===== config.mk =====
export PLATFORM = sky130hd
export DESIGN_NAME = sync_fifo_ctl
export DESIGN_NICKNAME = d
export VERILOG_FILES = /design/src/rtl/fifo_pkg.sv /design/src/rtl/fifo_mem.sv /design/src/rtl/sync_fifo_ctl.sv
export SDC_FILE = /design/constraint.sdc
export NUM_CORES = 1
export LEC_CHECK = 0
export BUFFER_PORTS_ARGS = -buffer_cell sky130_fd_sc_hd__buf_4
export CAP_MARGIN = 10
export CORE_MARGIN = 8
export CORE_UTILIZATION = 42
export CTS_CLUSTER_SIZE = 20
export DETAILED_ROUTE_END_ITERATION = 8
export SETUP_SLACK_MARGIN = 0.4
export SLEW_MARGIN = 20
export SYNTH_ARGS = -nofsm -noshare
export SYNTH_HDL_FRONTEND = slang
export SYNTH_SLANG_ARGS = --single-unit

===== constraint.sdc =====
create_clock -name clk -period 3.1 [get_ports clk]
set_input_delay 0.62 -clock clk [delete_from_list [all_inputs] [get_ports clk]]
set_output_delay 0.62 -clock clk [all_outputs]
set_load 0.005 [all_outputs]

===== src/rtl/fifo_pkg.sv =====
// Shared definitions for the single-clock FIFO family: read-mode encoding and
// depth helper so that every variant sizes its storage the same way.
package fifo_pkg;

    typedef enum logic {
        READ_MODE_REG  = 1'b0,
        READ_MODE_FWFT = 1'b1
    } read_mode_e;

    function automatic int fifoDepth(input int aSize);
        return 1 << aSize;
    endfunction

endpackage


===== src/rtl/fifo_mem.sv =====
// Register-array storage: one synchronous write port and one asynchronous read
// port, so the controller decides whether the read path is registered.
module fifo_mem
    import fifo_pkg::*;
#(
    parameter int DSIZE = 8,
    parameter int ASIZE = 4
) (
    input  logic             clk,
    input  logic             wen,
    input  logic [ASIZE-1:0] waddr,
    input  logic [DSIZE-1:0] wdata,
    input  logic [ASIZE-1:0] raddr,
    output logic [DSIZE-1:0] rdata
);

    localparam int DEPTH = fifoDepth(ASIZE);

    logic [DSIZE-1:0] r_mem [DEPTH];

    // Contents are deliberately not reset; occupancy tracking makes stale data unreachable.
    always_ff @(posedge clk) begin
        if (wen) begin
            r_mem[waddr] <= wdata;
        end
    end

    assign rdata = r_mem[raddr];

endmodule


===== src/rtl/sync_fifo_ctl.sv =====
// Single-clock FIFO controller with occupancy count, threshold flags, sticky
// error flags, synchronous flush and a selectable show-ahead or registered read.
module sync_fifo_ctl
    import fifo_pkg::*;
#(
    parameter int DSIZE     = 8,
    parameter int ASIZE     = 4,
    parameter int AFULL_TH  = 12,
    parameter int AEMPTY_TH = 2,
    parameter int FWFT      = 1
) (
    input  logic             clk,
    input  logic             rst_n,
    input  logic             clr,
    input  logic [DSIZE-1:0] wdata,
    input  logic             winc,
    input  logic             rinc,
    output logic [DSIZE-1:0] rdata,
    output logic             wfull,
    output logic             rempty,
    output logic             almost_full,
    output logic             almost_empty,
    output logic [ASIZE:0]   count,
    output logic             overflow,
    output logic             underflow
);

    localparam int DEPTH = fifoDepth(ASIZE);

    typedef logic [ASIZE:0] ptr_t;

    generate
        if (ASIZE < 1) begin : g_badAsize
            $error("sync_fifo_ctl: ASIZE must be at least 1");
        end
        if (AFULL_TH < 1 || AFULL_TH > DEPTH) begin : g_badAfull
            $error("sync_fifo_ctl: AFULL_TH must lie in 1..DEPTH");
        end
        if (AEMPTY_TH < 0 || AEMPTY_TH > DEPTH - 1) begin : g_badAempty
            $error("sync_fifo_ctl: AEMPTY_TH must lie in 0..DEPTH-1");
        end
    endgenerate

    ptr_t             r_wPtr;
    ptr_t             r_rPtr;
    ptr_t             r_count;
    logic             r_overflow;
    logic             r_underflow;
    logic             w_wrOk;
    logic             w_rdOk;
    logic             w_full;
    logic             w_empty;
    logic [DSIZE-1:0] w_memRdata;

    assign w_full  = (r_count == ptr_t'(DEPTH));
    assign w_empty = (r_count == '0);

    // Flush wins over both requests; full/empty block the request even if the other side is active.
    assign w_wrOk = winc && !w_full  && !clr;
    assign w_rdOk = rinc && !w_empty && !clr;

    always_ff @(posedge clk or negedge rst_n) begin
        if (!rst_n) begin
            r_wPtr      <= '0;
            r_rPtr      <= '0;
            r_count     <= '0;
            r_overflow  <= 1'b0;
            r_underflow <= 1'b0;
        end else if (clr) begin
            r_wPtr      <= '0;
            r_rPtr      <= '0;
            r_count     <= '0;
            r_overflow  <= 1'b0;
            r_underflow <= 1'b0;
        end else begin
            if (w_wrOk) begin
                r_wPtr <= r_wPtr + 1'b1;
            end
            if (w_rdOk) begin
                r_rPtr <= r_rPtr + 1'b1;
            end
            case ({w_wrOk, w_rdOk})
                2'b10:   r_count <= r_count + 1'b1;
                2'b01:   r_count <= r_count - 1'b1;
                default: r_count <= r_count;
            endcase
            if (winc && w_full) begin
                r_overflow <= 1'b1;
            end
            if (rinc && w_empty) begin
                r_underflow <= 1'b1;
            end
        end
    end

    fifo_mem #(
        .DSIZE (DSIZE),
        .ASIZE (ASIZE)
    ) u_mem (
        .clk   (clk),
        .wen   (w_wrOk),
        .waddr (r_wPtr[ASIZE-1:0]),
        .wdata (wdata),
        .raddr (r_rPtr[ASIZE-1:0]),
        .rdata (w_memRdata)
    );

    generate
        if (FWFT == int'(READ_MODE_FWFT)) begin : g_fwft
            assign rdata = w_memRdata;
        end else begin : g_regRead
            logic [DSIZE-1:0] r_rdata;

            // Holds the last accepted word, including across reads attempted while empty.
            always_ff @(posedge clk or negedge rst_n) begin
                if (!rst_n) begin
                    r_rdata <= '0;
                end else if (clr) begin
                    r_rdata <= '0;
                end else if (w_rdOk) begin
                    r_rdata <= w_memRdata;
                end
            end

            assign rdata = r_rdata;
        end
    endgenerate

    assign wfull        = w_full;
    assign rempty       = w_empty;
    assign almost_full  = (r_count >= ptr_t'(AFULL_TH));
    assign almost_empty = (r_count <= ptr_t'(AEMPTY_TH));
    assign count        = r_count;
    assign overflow     = r_overflow;
    assign underflow    = r_underflow;

    // The count register is redundant with the pointers; these keep the two views honest.
    assert property (@(posedge clk) disable iff (!rst_n)
        r_count == ptr_t'(r_wPtr - r_rPtr));

    assert property (@(posedge clk) disable iff (!rst_n)
        w_full == ((r_wPtr[ASIZE] != r_rPtr[ASIZE]) &&
                   (r_wPtr[ASIZE-1:0] == r_rPtr[ASIZE-1:0])));

endmodule


==> results of run 1 <==
-- cells in the final DEF (no fill, tap or decap), types with 2 or more instances in the layout --
cell type,synthesis,layout
edfxtp_1,128,128
buf_4,3,61
mux4_2,40,40
nor2_1,33,33
clkbuf_16,0,20
dfrtp_1,15,10
nand2_1,8,8
a21oi_1,7,7
ha_1,7,7
nand3_1,5,5
dfrtp_2,0,5
inv_1,4,4
xor2_1,4,4
xnor2_1,4,4
o21ai_0,4,4
clkinv_2,0,4
or3_1,3,3
mux2i_1,3,3
clkinv_4,0,3
buf_12,0,3
or3b_2,2,2
a211oi_1,2,2
mux2_1,2,2
bufinv_16,0,2
clkinvlp_4,0,2
inv_6,0,2
buf_6,1,2
-- stage by stage --
| stage | cell area, um^2 | setup WS (ns) | util [%] | instances |
|---|---|---|---|---|
| 2_1_floorplan | 5970 | 0.488 | - | 316 |
| 3_3_place_gp | 6570 | 0.418 | 47.3 | 535 |
| 3_5_place_dp | 6570 | 0.328 | 47.3 | 535 |
| 4_1_cts | 7170 | 0.193 | 51.7 | 571 |
| 5_1_grt | 7300 | 0.151 | 52.6 | 579 |
| 6_report | 7300 | 0.216 | 52.6 | 579 |
-- flip-flops by register name, indices dropped and copies added (netlist names) --
name	flops
u_mem.r_mem	128
underflow	1
count	5
r_wPtr	4
r_rPtr	4
overflow	1
-- metal layers --
layer / track usage, % / up-vias / routed length [um]
met5: 0 / - / 0
met4: 5.55 / 0 / 165
met3: 3.97 / 13 / 591
met2: 22.0 / 72 / 6370
met1: 19.3 / 1651 / 5830
li1: - / 1419 / -
-- Yosys cell counts (all sizes together) (2+ instances only) --
master	instances
nand2	8
ha	7
nand3	5
a211oi	3
o21ai	5
mux2i	3
o211ai	2
inv	5
xnor2	4
or4	2
buf	11
mux4	40
xor2	4
or3	3
mux2	2
edfxtp	128
nor2	34
dfrtp	15
a21oi	7
or3b	2
clkbuf	7
-- layout make-up --
type	instances	area share, %
Clock buffer	18	5.88
Clock inverter	14	1.96
Inverter	5	0.257
Multi-Input combinational cell	150	22.5
Sequential cell	143	57.9
Tap cell	180	3.09
Timing Repair Buffer	69	8.44
-- what timing repair did --
action | in CTS | in global routing
cloned | 0 | 3
pin swaps | 0 | 1
gates resized for setup | 2 | 4
endpoints found under the setup margin | 10 | 10
setup buffers | 4 | 5
-- cells by family (layout without fill, tap and decap cells) --
logic type	after synthesis	count (layout)	share of synthesized area, %
adders and majority gates	7	7	1.47
muxes	45	45	16.0
buffers and inverters	23	106	1.84
AOI/OAI and AO/OA	30	30	3.92
and+or+nand+nor	60	60	4.93
DFF	143	143	70.7
xor gates and xnor gates	8	8	1.17
-- worst max-delay path, stage by stage, from the launching register on --
cell,delay (ns)
dfrtp_2,0.40
buf_4,0.15
clkbuf_16,0.17
mux4_2,0.51
mux4_2,0.47
buf_4,0.15
-- power groups by stage --
| stage | Combinational [mW] | Clock, mW | Sequential [mW] |
|---|---|---|---|
| final | 1.51 | 1.96 | 2.24 |
| after global routing | 1.64 | 2.07 | 2.25 |
| after CTS | 1.37 | 1.99 | 2.24 |
| after detailed placement | 1.31 | 0 | 2.30 |
| after global placement | 1.30 | 0 | 2.30 |
| after floorplan | 0.906 | 0 | 2.25 |
-- path summary, 6_finish.rpt --
| kind | end | depth (start not counted) | slack [ns] |
|---|---|---|---|
| worst max-delay path | rdata[6] | 5 | 0.22 |
| worst min-delay path | count[2] | 1 | 0.05 |
| worst max register to register | count[4] | 8 | 0.49 |
| worst min register to register | underflow | 2 | 0.50 |
| max in group asynchronous | r_rPtr[0] | 1 | 2.84 |
| min in group clk | u_mem.r_mem[14][0] | 1 | 0.50 |
==> results.toml, run 1 <==
[outcome]
status = "finished, final reports clean"

[finish]
antenna_cells = 0
fill_cells = 1103
area_growth_pct = 22.2
multi_input_area_um2 = 1640
seqCellArea_um2 = 4230
nets = 406
drive_above_1_share_pct = 38.6

[timing]
hold_violations = 0
setup_viol = 0
skew_ns = 0.0102
period_needed_ns = 2.88
finalMaxSlewViolations = 0
tns_ns = 0
fin_crit_sh_pct = 93.0
relSlewSlack_pct = 59.5
rsz0062_at_grt = "true"
max_freq_mhz = 347
tightest_slew_ns = 0.608
whs_ns = 0.0539

[critical_path]
startpoint = "r_rPtr[0]"
endpoint_kind = "output pin"
arrival_ns = 2.26
crit_required_ns = 2.48
cp-start-kind = "flop"
path_max_fanout = 8
crit_type = "flop to output pin"
timing.rr.start = "count[0]"

[die]
die_y_um = 135
initial_core_util_pct = 43.0
coreArea_um2 = 13900
rows = 43
die_x_um = 135
top_level_ports = 32
die_area_um2 = 18300

[detailed_routing]
postRouteAntennaNets = 0
via_per_inst = 5.45
dr_total_vias = 3155
wire_per_inst_um = 22.4
finalWirelength_mm = 13.0
drt_first_iter_violations = 284
drc = 0
firstDrtPassIters = 5

[global_routing]
antenna_found_initial = 0
grt_pass1_wl_mm = 19.1
first_global_vias = 3215
grt_overflow_total = 0
grt_start_max_net_pins = 36
grt_util_all_layers_pct = 14.4

[synthesis]
synth_top_cell_area_share_pct = 64.4
yosys.area.top_type = "edfxtp_1"
ys_top_cells_by_area = "edfxtp_1, mux4_2, dfrtp_1"
synth.yosys.seq_area_share_pct = 70.7
synth_seq_cells = 143
synth_edf_count = 128
synth-main-ff-cell = "edfxtp_1"
syn_nets = 336
synthArstFlopShare_pct = 10.5
yosys_warnings = 0
ys_types = 49
synthCells = 316
syn-cell-area_um2 = 5970
synth.avg_cell_area_um2 = 18.9

[worst_hold_path]
hp-class = "input port to async pin"

[power]
ir_drop_mv = 0.358
p_comb_share_pct = 26.5
p_seq_share_pct = 39.2
leakagePower_nw = 2.51
p_clk_share_pct = 34.3
swShare_pct = 26.4
power_switching_mw = 1.51
powerDensity_nw_per_um2 = 783
p_int_mw = 4.20
finalPower_mw = 5.71

[placement]
gp_congestion = 0.792
dp_hpwl_mm = 7.92
io_buffers = 31

[flow_run]
cap_violations = 0

[cts]
cts_hold_buf = 0
root_buffer = "clkbuf_16"
cts.sink_count = 143
numCtsBuffers = 17
clk_pin_slew_ns = 0.06
cts_tree = "built"
ctsLongestPathBuffers = 2
htreeDepth = 4
clk_latency_ns = 0.42
(Power assumes the default switching activity.)
==> inputs of run 2 (changes only) <==
--- a/config.mk
+++ b/config.mk
@@ -5,6 +5,7 @@
 export SDC_FILE = /design/constraint.sdc
 export NUM_CORES = 1
 export LEC_CHECK = 0
+export ABC_AREA = 1
 export BUFFER_PORTS_ARGS = -buffer_cell sky130_fd_sc_hd__buf_4
 export CAP_MARGIN = 10
 export CORE_MARGIN = 8
@@ -12,7 +13,7 @@
 export CTS_CLUSTER_SIZE = 20
 export DETAILED_ROUTE_END_ITERATION = 8
 export SETUP_SLACK_MARGIN = 0.4
-export SLEW_MARGIN = 20
+export SLEW_MARGIN = 30
 export SYNTH_ARGS = -nofsm -noshare
 export SYNTH_HDL_FRONTEND = slang
 export SYNTH_SLANG_ARGS = --single-unit
==> results.toml, run 2 <==
[outcome]
status = "finished, final reports clean"

[die]
die_y_um = 135
coreArea_um2 = 13900
die_x_um = 135
die_area_um2 = 18300
initial_core_util_pct = 43.1
top_level_ports = 32
rows = 43

[power]
leakagePower_nw = 2.52
powerDensity_nw_per_um2 = 801
ir_drop_mv = 0.466
finalPower_mw = 5.71

[finish]
antenna_cells = 0
area_growth_pct = 19.0
drive_above_1_share_pct = 18.6
top_register = "u_mem.r_mem"
largest_register_ffs = 128
final_common_cell = "edfxtp_1"
fin_util_pct = 51.3
final_cell_mix = "edfxtp_1, nor2_1, buf_4"
nets = 523

[timing]
setup_viol = 0
tns_ns = 0
max_freq_mhz = 385
hold_violations = 0
fin_crit_sh_pct = 83.8
tightest_slew_ns = 0.958
finalMaxSlewViolations = 0
layout_setup_ws_ns = 0.501
rsz0062_at_grt = "false"
skew_ns = 0.00415
period_needed_ns = 2.60
relSlewSlack_pct = 35.9

[synthesis]
synth_top_cell_area_share_pct = 64.2
synth.yosys.seq_area_share_pct = 70.5
synthArstFlopShare_pct = 10.5
ys_types = 34
yosysMostFrequentCell = "edfxtp_1"
synth.avg_cell_area_um2 = 13.1
synth_xor_area_share_pct = 0.293
synthCells = 456
netlist_top_cells_count = "edfxtp_1, nor2_1, o21ai_0"
syn_nets = 476
synth_seq_cells = 143
synth-adder-area-share_pct = 1.46
synth-main-ff-cell = "edfxtp_1"
synth_edf_count = 128
ys_top_cells_by_area = "edfxtp_1, dfrtp_1, mux2i_1"
synth_top_family_by_area = "simple AND/OR/NAND/NOR gates"
syn-cell-area_um2 = 5990
synth_simple_gate_area_share_pct = 10.9
synth_compound_area_share_pct = 9.53
yosys.area.top_type = "edfxtp_1"
synthMuxAreaShare_pct = 4.51
yosys_warnings = 0

[detailed_routing]
dr_total_vias = 3835
firstDrtPassIters = 4
drt_first_iter_violations = 354
finalWirelength_mm = 13.0
via_per_inst = 5.51
postRouteAntennaNets = 0
wire_per_inst_um = 18.7
drc = 0

[worst_hold_path]
hp-class = "input port to async pin"

[flow_run]
cap_violations = 0

[cts]
htreeDepth = 4
ctsLongestPathBuffers = 2
cts_setup_buffers = 0
cts_tree = "built"
numCtsBuffers = 17
cts_hold_buf = 0
clk_pin_slew_ns = 0.06
clk_latency_ns = 0.41
cts.sink_count = 143
root_buffer = "clkbuf_16"

[global_routing]
antenna_found_initial = 0
grt_pass1_wl_mm = 20.9
grt_start_max_net_pins = 49
grt_util_all_layers_pct = 14.9
first_global_vias = 3836
grt_overflow_total = 0

[critical_path]
cp-start-kind = "flop"
reg2reg_to = "u_mem.r_mem[7][4]"
endpoint_kind = "output pin"
rrSetupSlack_ns = 0.84
arrival_ns = 1.98
timing.rr.start = "count[2]"
crit_required_ns = 2.48
crit_type = "flop to output pin"
ff2ff_path_depth = 6
path_max_fanout = 46

[placement]
gp_congestion = 0.765
dp_hpwl_mm = 8.27
post-place-ws_ns = 0.643
io_buffers = 31
[run 2: logic make-up (layout without fill, tap and decap cells)]
family	count (synthesis)	count (layout)
compound gates	87	87
buf+inv	43	103
mux	27	27
xor+xnor	2	2
simple gates	147	147
flops	143	143
fa+ha+maj	7	7
[run 2: cell type report]
class / count / area, um^2
clock buffers: 19 / 433
clock inverters: 13 / 163
fillers: 1178 / 6750
inverters: 20 / 86.3
multi-input cells: 270 / 1600
flip-flops and latches: 143 / 4220
well taps: 180 / 225
repair buffers: 51 / 403
[run 2: where the power goes]
group	total (mW)	internal, mW	switching (mW)
clock network	2.03	1.27	0.767
registers	2.26	2.17	0.0897
logic	1.41	0.560	0.851
total	5.71	4.00	1.71
[run 2: worst max path at each step]
stage	startpoint	end	slack, ns
CTS	r_rPtr[1]	rdata[2]	0.41
global route	r_rPtr[0]	rdata[0]	0.42
floorplan	clr	u_mem.r_mem[0][0]	1.16
global placement	clr	u_mem.r_mem[7][1]	0.70
detailed placement	clr	u_mem.r_mem[7][3]	0.64
finish	r_rPtr[0]	rdata[1]	0.50
[run 2: worst max-delay path: stages, from the launching register on]
cell	delay, ns
dfrtp_2	0.44
buf_12	0.26
nor2_1	0.09
o32ai_1	0.40
o211ai_1	0.16
nand2_1	0.10
buf_4	0.11
[run 2: metal layers]
layer / track usage (%) / wire (um) / vias to the layer above
li1: - / - / 1794
met1: 18.7 / 5840 / 1901
met2: 23.8 / 6230 / 120
met3: 4.75 / 754 / 20
met4: 5.43 / 212 / 0
met5: 0 / 0 / -
[run 2: through the flow]
step | cell area (um^2) | hold WS (ns) | instances
6_report | 7130 | 0.0559 | 696
5_1_grt | 7130 | 0.0526 | 696
4_1_cts | 7110 | 0.0367 | 696
3_5_place_dp | 6500 | 0.491 | 664
3_3_place_gp | 6500 | 0.480 | 664
2_1_floorplan | 5990 | 0.324 | 456
[run 2: timing repair]
action                     4_1_cts  5_1_grt
setup endpoints to repair        8        8
cloned                           0        0
pin swaps                        0        0
gates resized for setup          3        6
==> inputs of run 3 (changes only) <==
==> constraint.sdc (replaced) <==
create_clock -name clk -period 2.25 [get_ports clk]
set_input_delay 0.45 -clock clk [delete_from_list [all_inputs] [get_ports clk]]
set_output_delay 0.45 -clock clk [all_outputs]
set_load 0.005 [all_outputs]
==> results.toml, run 3 (same netlist as run 2, synthesis figures left out) <==
[cts]
clk_latency_ns = 0.42
numCtsBuffers = 17
cts_tree = "built"
cts.sink_count = 143
clk_pin_slew_ns = 0.06
htreeDepth = 4
root_buffer = "clkbuf_16"
ctsLongestPathBuffers = 2

[timing]
skew_ns = 0.00683
whs_ns = 0.232
rsz0062_at_grt = "true"
tns_ns = -1.00
relSlewSlack_pct = 65.7
finalMaxSlewViolations = 0
layout_setup_ws_ns = -0.199
max_freq_mhz = 408
setup_viol = 8
tightest_slew_ns = 0.513
fin_crit_sh_pct = 109
hold_violations = 0
period_needed_ns = 2.45

[finish]
nets = 559
area_growth_pct = 29.8
stdcell_area_um2 = 7770
antenna_cells = 0
final_common_cell = "edfxtp_1"
top_register = "u_mem.r_mem"
fill_cells = 1139
largest_register_ffs = 128
drive_above_1_share_pct = 30.6
fin_util_pct = 56.0
final_cell_mix = "edfxtp_1, buf_4, nor2_1"

[placement]
gp_congestion = 0.790
io_buffers = 31
post-place-ws_ns = 0.193
dpl-instance-area_um2 = 6660
dp_hpwl_mm = 8.93

[detailed_routing]
dr_total_vias = 4053
postRouteAntennaNets = 0
via_per_inst = 5.54
wire_per_inst_um = 20.2
finalWirelength_mm = 14.8
drc = 0
drt_first_iter_violations = 384
firstDrtPassIters = 5

[critical_path]
cpMaxStageDelayCell = "o32ai_1"
crit_type = "flop to output pin"
crit_required_ns = 1.80
worst-path-buf-inv = 3
max_stage_delay_ns = 0.45
crit_family = "compound AO/OA/AOI/OAI gates"
endpoint_kind = "output pin"
cp-start-kind = "flop"
crit_top_cell = "buf_4"
crit_chain = "buf_4 > inv_8 > nor2_1 > o32ai_1 > o211ai_1 > nand2_1 > buf_4"
arrival_ns = 2.00
path_max_fanout = 14

[die]
coreArea_um2 = 13900
rows = 43
top_level_ports = 32
die_area_um2 = 18300
die_y_um = 135
initial_core_util_pct = 43.1
die_x_um = 135

[flow_run]
cap_violations = 0

[global_routing]
antenna_found_initial = 0
first_global_vias = 4019
grt_overflow_total = 0
grt_pass1_wl_mm = 22.8
grt_util_all_layers_pct = 16.6
grt_start_max_net_pins = 50

[power]
powerDensity_nw_per_um2 = 1170
leakagePower_nw = 2.78
ir_drop_mv = 0.774

[outcome]
status = "finished with violations"
violations = "setup timing"

[worst_hold_path]
hp-class = "input port to flop"
## run 3: worst paths after layout
check                      startpoint  cells past startpoint  slack (ns)   endpoint
hold reg to reg             underflow                      2        0.50  underflow
setup reg to reg             count[0]                     15        0.37   count[4]
setup / recovery            r_rPtr[0]                      7       -0.20   rdata[3]
hold / removal                    clr                      2        0.23   overflow
max in group asynchronous       rst_n                      2        1.62   count[2]
min in group asynchronous       rst_n                      2        0.43   overflow
## run 3: area by class of cell
cell class	instances	area, um^2	area share [%]
Clock inverter	15	175	2.25
Clock buffer	17	425	5.47
Tap cell	180	225	2.90
Sequential cell	143	4220	54.4
Multi-Input combinational cell	270	1820	23.4
Timing Repair Buffer	87	803	10.3
Inverter	20	96.3	1.24
## run 3: layer usage
metal	vias to the layer above	track usage [%]	wire [um]
met1	2027	22.3	6810
met4	0	6.79	282
met2	129	25.1	6880
li1	1876	-	-
met3	21	4.08	835
met5	-	0	0
## run 3: timing repair
item / CTS / global route
endpoints found under the hold margin: 15 / 0
setup endpoints to repair: 23 / 24
resized for setup: 47 / 36
pin swaps: 16 / 29
gates cloned: 1 / 0
hold buffers: 1 / 0
buffers inserted: 13 / 7
## run 3: where the power goes
group          switching [mW]  internal, mW
registers               0.109          3.00
clock network            1.03          1.82
logic                    1.64          1.50
## run 3: through the flow
stage	cells	total power, mW
after global placement	678	5.37
after floorplan	456	4.37
after detailed placement	678	5.39
after global routing	732	9.51
final	732	9.10
after CTS	725	8.84
